File: config.mk
export PLATFORM = sky130hd
export DESIGN_NAME = counter_updown
export DESIGN_NICKNAME = d
export VERILOG_FILES = /design/src/rtl/counter_pkg.sv /design/src/rtl/counter_next.sv /design/src/rtl/counter_updown.sv
export SDC_FILE = /design/constraint.sdc
export NUM_CORES = 1
export LEC_CHECK = 0
export CORE_UTILIZATION = 48
export CTS_CLUSTER_DIAMETER = 40
export DETAILED_ROUTE_END_ITERATION = 12
export GPL_TIMING_DRIVEN = 0
export PLACE_DENSITY_LB_ADDON = 0.2
export SLEW_MARGIN = 30
export SYNTH_ARGS = -nofsm -noshare
export SYNTH_HDL_FRONTEND = slang
export SYNTH_SLANG_ARGS = --single-unit
File: constraint.sdc
create_clock -name clk -period 6.17 [get_ports clk]
set_clock_uncertainty 0.1 [all_clocks]
set_input_delay 1.234 -clock clk [delete_from_list [all_inputs] [get_ports clk]]
set_output_delay 1.234 -clock clk [all_outputs]
set_load 0.05 [all_outputs]
File: src/rtl/counter_pkg.sv
// Shared types and default constants for the up/down counter slice.
// Boundary modes pick what happens when a step runs off either end of 0..MAX.
package counter_pkg;

    typedef enum logic [1:0] {
        CNT_WRAP    = 2'd0,
        CNT_SAT     = 2'd1,
        CNT_ONESHOT = 2'd2
    } cnt_mode_t;

    localparam int CNT_DW   = 8;
    localparam int CNT_MAX  = 7;
    localparam int CNT_INIT = 7;

endpackage

File: src/rtl/counter_next.sv
// Combinational next-count logic: one step up or down within 0..MAX.
// Zero latency; flags boundary steps and steps that land on the terminal value.
module counter_next
    import counter_pkg::*;
#(
    parameter int dw  = CNT_DW,
    parameter int MAX = CNT_MAX
) (
    input  logic [dw-1:0] count,
    input  logic          up,
    input  cnt_mode_t     mode,
    output logic [dw-1:0] next,
    output logic          boundary,
    output logic          hit_tc
);

    localparam logic [dw-1:0] MAX_V = dw'(MAX);
    localparam logic [dw-1:0] ONE   = dw'(1);
    localparam logic [dw-1:0] ZERO  = '0;

    always_comb begin
        boundary = up ? (count == MAX_V) : (count == ZERO);
        next     = count;
        hit_tc   = 1'b0;
        if (!boundary) begin
            next   = up ? count + ONE : count - ONE;
            // terminal is MAX going up, 0 going down; wrapping into it does not count
            hit_tc = up ? (count == MAX_V - ONE) : (count == ONE);
        end else if (mode == CNT_WRAP) begin
            next = up ? ZERO : MAX_V;
        end
    end

endmodule

File: src/rtl/counter_updown.sv
// Up/down counter over 0..MAX with wrap, saturate or one-shot boundary handling.
// All outputs registered; one-cycle update latency, reset > load > enabled step > hold.
module counter_updown
    import counter_pkg::*;
#(
    parameter int        dw   = CNT_DW,
    parameter int        MAX  = CNT_MAX,
    parameter int        INIT = CNT_INIT,
    parameter cnt_mode_t MODE = CNT_WRAP
) (
    input  logic          clk,
    input  logic          reset,
    input  logic          ena,
    input  logic          up,
    input  logic          load,
    input  logic [dw-1:0] load_val,
    output logic [dw-1:0] result,
    output logic          tc,
    output logic          running
);

    localparam logic [dw-1:0] MAX_V  = dw'(MAX);
    localparam logic [dw-1:0] INIT_V = dw'(INIT);

    if (dw < 2 || MAX < 1 || INIT < 0 || INIT > MAX || MAX > (2 ** dw) - 1) begin : g_bad_params
        $error("counter_updown: parameters require dw>=2, 1<=MAX<=2**dw-1, 0<=INIT<=MAX");
    end

    logic [dw-1:0] step_val;
    logic          boundary;
    logic          hit_tc;
    logic [dw-1:0] load_clamped;

    assign load_clamped = (load_val > MAX_V) ? MAX_V : load_val;

    counter_next #(
        .dw  (dw),
        .MAX (MAX)
    ) u_next (
        .count    (result),
        .up       (up),
        .mode     (MODE),
        .next     (step_val),
        .boundary (boundary),
        .hit_tc   (hit_tc)
    );

    always_ff @(posedge clk) begin
        if (reset) begin
            result  <= INIT_V;
            tc      <= 1'b0;
            running <= 1'b1;
        end else if (load) begin
            result  <= load_clamped;
            tc      <= 1'b0;
            running <= 1'b1;
        end else if (ena && running) begin
            result <= step_val;
            tc     <= hit_tc;
            // only a one-shot counter stops; wrap and saturate keep running
            if (MODE == CNT_ONESHOT && boundary) begin
                running <= 1'b0;
            end
        end else begin
            tc <= 1'b0;
        end
    end

endmodule

==> impl_metrics.py, run 1 <==
metrics = {
    "status": {
        "outcome": "complete, no violations",
    },
    "worst_setup_path": {
        "crit_path_start_kind": "input pin",
        "worst_path_most_repeated_cell": "a211o_1",
        "cp-end-kind": "flip-flop",
        "crit_required_ps": 6290,
        "reg2regPathDepth": 6,
        "setup.worst_path.class": "in -> reg",
        "r2r_start": "result[0]",
        "r2r_slack_ps": 3870,
        "rr_endpoint": "result[1]",
        "cp_cell_sequence": "clkdlybuf4s50_1 > or3b_2 > a211o_1 > a2111oi_2 > a211o_1",
        "slowest_stage": "clkdlybuf4s50_1",
        "slowest_delay_ps": 560,
        "crit_fanout": 9,
        "cp_data_arrival_time_ps": 3220,
    },
    "min_path": {
        "worst_hold_path.endpoint": "result[7]",
        "min_path_type": "reg -> reg",
        "min_path_cells": 2,
        "min-delay-start": "result[7]",
    },
    "layout": {
        "nets": 131,
        "antennaDiodeCount": 0,
        "final_cell_mix": "20 x clkdlybuf4s50_1, 9 x dfxtp_1, 7 x nor2_1, 6 x a21oi_1",
        "final_common_cell": "clkdlybuf4s50_1",
        "drive_gt1_share_pct": 8.93,
        "area_delta_synth_final_pct": 34.1,
        "fin_util_pct": 71.4,
    },
    "floorplanning": {
        "rows": 13,
        "start_util_pct": 53.2,
        "die_x_um": 40.7,
        "die_area_mm2": 0.00165,
        "chipHeight_um": 40.7,
        "coreArea_mm2": 0.00135,
        "pin_count": 23,
    },
    "yosys": {
        "async_reset_ff_share_pct": 0,
        "synth_edf_count": 0,
        "synth_flop_cell": "dfxtp_1",
        "netlist_area_um2": 718,
        "synth.avg_cell_area_um2": 8.16,
        "synth_top_area_cell": "dfxtp_1",
        "yosys-top-cells-area": "dfxtp_1 25%, ha_1 8.7%, xnor2_1 4.9%, or3_1 4.4%, a21oi_1 4.2%",
        "synth_top_area_share_pct": 25.1,
        "synth-seq-cells": 9,
        "synth_fp_nets": 106,
        "yosysWarnings": 0,
        "ys_types": 37,
        "syn_inst": 88,
        "synth_seq_area_share_pct": 25.1,
    },
    "pwr": {
        "ir_drop_uv": 124,
        "p_total_uw": 158,
        "p_per_area_mw_per_mm2": 163,
        "leakage_uw": 0.000368,
    },
    "global_routing": {
        "overflow": 0,
        "grt_start_max_net_pins": 11,
        "first_global_vias": 655,
        "grt.total_usage_pct": 27.6,
        "antenna_found_initial": 0,
        "grt_pass1_wl_um": 2930,
    },
    "drt": {
        "drc": 0,
        "drtPass1Iterations": 4,
        "wl_per_cell_um": 14.5,
        "drt_iter0_drc": 15,
        "vias_per_cell": 6.36,
        "route.vias.total": 808,
        "ant_nets": 0,
        "wl_um": 1840,
    },
    "placed_design": {
        "io_buffers": 20,
        "globalplace.congestion": 0.815,
        "dp_hpwl_um": 1330,
    },
    "sta": {
        "drv_slew": 0,
        "relSlewSlack_pct": 66.3,
        "tightest_slew_ps": 503,
        "holdWs_ps": 451,
        "setup_violations": 0,
        "period_share_pct": 50.2,
        "fmax_mhz": 323,
        "rsz0062_at_grt": "no",
        "hold_viol": 0,
        "final.min_clock_period_ps": 3090,
        "setup_tns_ps": 0,
    },
    "clocking": {
        "numCtsBuffers": 3,
        "post_cts.repair.setup_buffers": 0,
        "clkTransAtPathRegs_ps": 60,
        "cts_max_level": 1,
        "clock_latency_ps": 270,
        "post_cts_resized": 0,
        "cts_root_buf": "clkbuf_4",
        "clock_path_buffers": 2,
        "holdBufCountCts": 0,
        "cts_tree": "done",
        "cts_num_sinks": 9,
    },
    "run": {
        "maxCapViolations": 0,
    },
}
==> registers in the layout, summed over array words and instances (netlist names) <==
| name | cells |
|---|---|
| result | 8 |
| tc | 1 |
==> metrics by stage <==
stage / cell area (um2) / cells / worst slack, ps
after floorplan: 718 / 88 / 3520
after global placement: 937 / 123 / 2890
after detailed placement: 937 / 123 / 2810
after CTS: 963 / 127 / 3090
after global routing: 963 / 127 / 3020
final: 963 / 127 / 3080
==> report_power, final <==
part	switching, uW	internal (uW)	total [uW]
sequential	3.79	60.1	63.9
combinational	25.9	20.2	46.1
clock	22.5	25.0	47.5
==> worst max-delay path by stage <==
stage,from,endpoint,slack (ps),cells after the start
2_1_floorplan,up,result[1],3520,4
3_3_place_gp,up,result[1],2890,5
3_5_place_dp,up,result[1],2810,5
4_1_cts,up,result[1],3090,5
5_1_grt,up,result[1],3020,5
6_report,up,result[1],3080,5
==> layout make-up <==
class,count,area [um2]
multi-input cells,70,500
flip-flops and latches,9,180
plain buffers,5,22.5
fillers,120,387
well taps,15,18.8
clock buffers,4,26.3
repair buffers,20,200
inverters,4,15.0
==> critical path, delay by kind of cell <==
family	cells	cell delay, ps
AO/OA/AOI/OAI	3	910
AND/OR/NAND/NOR	1	520
buffers and inverters	1	560
==> cell families after synthesis <==
group | synth area share, %
AO/OA/AOI/OAI | 24.9
XOR/XNOR | 4.88
adder cells (fa/ha/maj) | 8.71
buffers and inverters | 5.23
flip-flops | 25.1
multiplexers | 1.39
other | 0.522
AND/OR/NAND/NOR | 29.3
==> per-layer routing <==
layer	share of wire (%)	wire, um	vias up	track usage, %
li1	-	-	388	-
met1	43	793	378	32.6
met2	47	868	33	41.3
met3	5.6	103	9	8.70
met4	3.8	70	0	20.8
met5	0	0	-	0
==> cells in the mapped netlist (2+ instances only) <==
cell,number
a211o_1,2
a21oi_1,6
a31oi_1,3
and3_1,2
clkbuf_1,4
dfxtp_1,9
ha_1,5
inv_1,4
nand2_1,2
nand3_1,3
nand4_1,2
nor2_1,7
nor3_1,3
nor3b_1,2
nor4_1,2
o21ai_0,4
or3_1,5
xnor2_1,4
Note: power is estimated with default switching activity, not from simulation.
==> run 2: changes to the inputs <==
- CORE_UTILIZATION: 48 -> 44
- clock period: 6.17 -> 3.1 ns (I/O delays scaled with it)
==> run 2 against run 1 <==
  * Critical path type unchanged
  * Highest routed layer unchanged
  * First-iteration DRC count is 53% higher
  * Worst hold slack worse by 23 ps
  * Final area is 0.13% higher
  * Total power is 97% higher
  * Routed wire length is 5.9% lower
  * Non-clock buffer count stayed put
==> impl_metrics.py, run 2 (synthesis gave the netlist of run 1 again) <==
metrics = {
    "status": {
        "outcome": "complete, no violations",
    },
    "worst_setup_path": {
        "cp-end-kind": "flip-flop",
        "crit_path_start_kind": "input pin",
        "crit_family": "compound AO/OA/AOI/OAI gates",
        "r2r_slack_ps": 890,
        "crit_required_ps": 3210,
        "worst_path_most_repeated_cell": "a211o_1",
        "slowest_delay_ps": 530,
        "crit_fanout": 9,
        "reg2regPathDepth": 6,
        "cp_data_arrival_time_ps": 2540,
        "cp_cell_sequence": "clkdlybuf4s50_1 > or3b_2 > a211o_1 > a2111oi_2 > a211o_1",
        "cp_num_cells": 5,
        "slowest_stage": "clkdlybuf4s50_1",
        "critPathBufInv": 1,
        "setup.worst_path.class": "in -> reg",
    },
    "global_routing": {
        "first_global_vias": 695,
        "grt_start_max_net_pins": 11,
        "grt_pass1_wl_um": 2940,
        "grt.total_usage_pct": 21.3,
        "antenna_found_initial": 0,
        "overflow": 0,
    },
    "sta": {
        "drv_slew": 0,
        "holdWs_ps": 428,
        "fmax_mhz": 412,
        "period_share_pct": 78.3,
        "rsz0062_at_grt": "no",
        "final.min_clock_period_ps": 2430,
        "setup_violations": 0,
        "setup_tns_ps": 0,
        "hold_viol": 0,
    },
    "floorplanning": {
        "start_util_pct": 47.1,
        "pin_count": 23,
        "die_x_um": 42.4,
        "coreArea_mm2": 0.00152,
        "rows": 14,
        "chipHeight_um": 42.4,
        "die_area_mm2": 0.00180,
    },
    "layout": {
        "n_fill_cell": 144,
        "final_cell_mix": "20 x clkdlybuf4s50_1, 9 x dfxtp_1, 7 x nor2_1, 6 x a21oi_1",
        "largest_reg_flops": 8,
        "drive_gt1_share_pct": 8.93,
        "regMostFlops": "result",
        "area_delta_synth_final_pct": 34.3,
        "nets": 131,
        "top_regs": "result (8), tc (1)",
        "final_common_cell": "clkdlybuf4s50_1",
        "antennaDiodeCount": 0,
    },
    "drt": {
        "drc": 0,
        "drtPass1Iterations": 4,
        "vias_per_cell": 5.93,
        "wl_per_cell_um": 13.5,
        "drt_iter0_drc": 23,
        "wl_um": 1730,
        "route.vias.total": 759,
        "ant_nets": 0,
    },
    "pwr": {
        "leakage_uw": 0.000368,
        "p_per_area_mw_per_mm2": 321,
        "ir_drop_uv": 137,
    },
    "placed_design": {
        "io_buffers": 20,
        "dp_hpwl_um": 1280,
        "globalplace.congestion": 0.803,
    },
    "clocking": {
        "cts_num_sinks": 9,
        "clock_latency_ps": 260,
        "cts_root_buf": "clkbuf_4",
        "numCtsBuffers": 3,
        "post_cts.repair.setup_buffers": 0,
        "cts_tree": "done",
        "post_cts_resized": 0,
        "holdBufCountCts": 0,
        "cts_max_level": 1,
        "clock_path_buffers": 2,
        "clkTransAtPathRegs_ps": 70,
    },
    "min_path": {
        "min_path_type": "reg -> reg",
        "min_path_cells": 2,
    },
    "run": {
        "maxCapViolations": 0,
    },
}
==> run 2: cell counts in the layout (fill, tap and decap cells not counted) <==
Identical to the previous run, type by type.
==> run 2: worst paths after layout <==
| path | end | start |
|---|---|---|
| worst max-delay path | result[1] | up |
| worst min register to register | result[7] | result[7] |
| worst min-delay path | result[7] | result[7] |
| worst max register to register | result[1] | result[0] |
==> run 2: report_power, final <==
| part | total (uW) | switching [uW] | internal [uW] |
|---|---|---|---|
| Sequential | 127 | 7.14 | 120 |
| Clock | 91.8 | 42.2 | 49.6 |
| Combinational | 91.6 | 51.5 | 40.1 |
==> run 2: tightest hold or removal path: stages (launching register included) <==
cell	delay (ps)
dfxtp_1	340
o21ai_0	80
a21oi_1	60
==> run 2: metal layers <==
| metal | share of wire (%) | global-route usage (%) | up-vias |
|---|---|---|---|
| li1 | - | - | 381 |
| met3 | 4.2 | 4.31 | 2 |
| met4 | 0.98 | 11.3 | 0 |
| met1 | 47 | 26.2 | 351 |
| met5 | 0 | 0 | - |
| met2 | 48 | 34.5 | 25 |
==> run 2: final cells by class <==
type	instances	area, um2	area share (%)
Timing Repair Buffer	20	200	20.8
Tap cell	16	20.0	2.08
Multi-Input combinational cell	70	500	51.9
Buffer	5	22.5	2.33
Clock buffer	4	26.3	2.72
Sequential cell	9	180	18.7
Inverter	4	15.0	1.56
==> run 2: stage by stage <==
step	power [uW]	std cells	util (%)	cell area (um2)	setup slack, ps
after floorplan	186	88	-	718	799
after global placement	218	124	61.6	938	415
after detailed placement	220	124	61.6	938	415
after CTS	312	128	63.3	965	685
after global routing	327	128	63.3	965	533
final	310	128	63.3	965	671
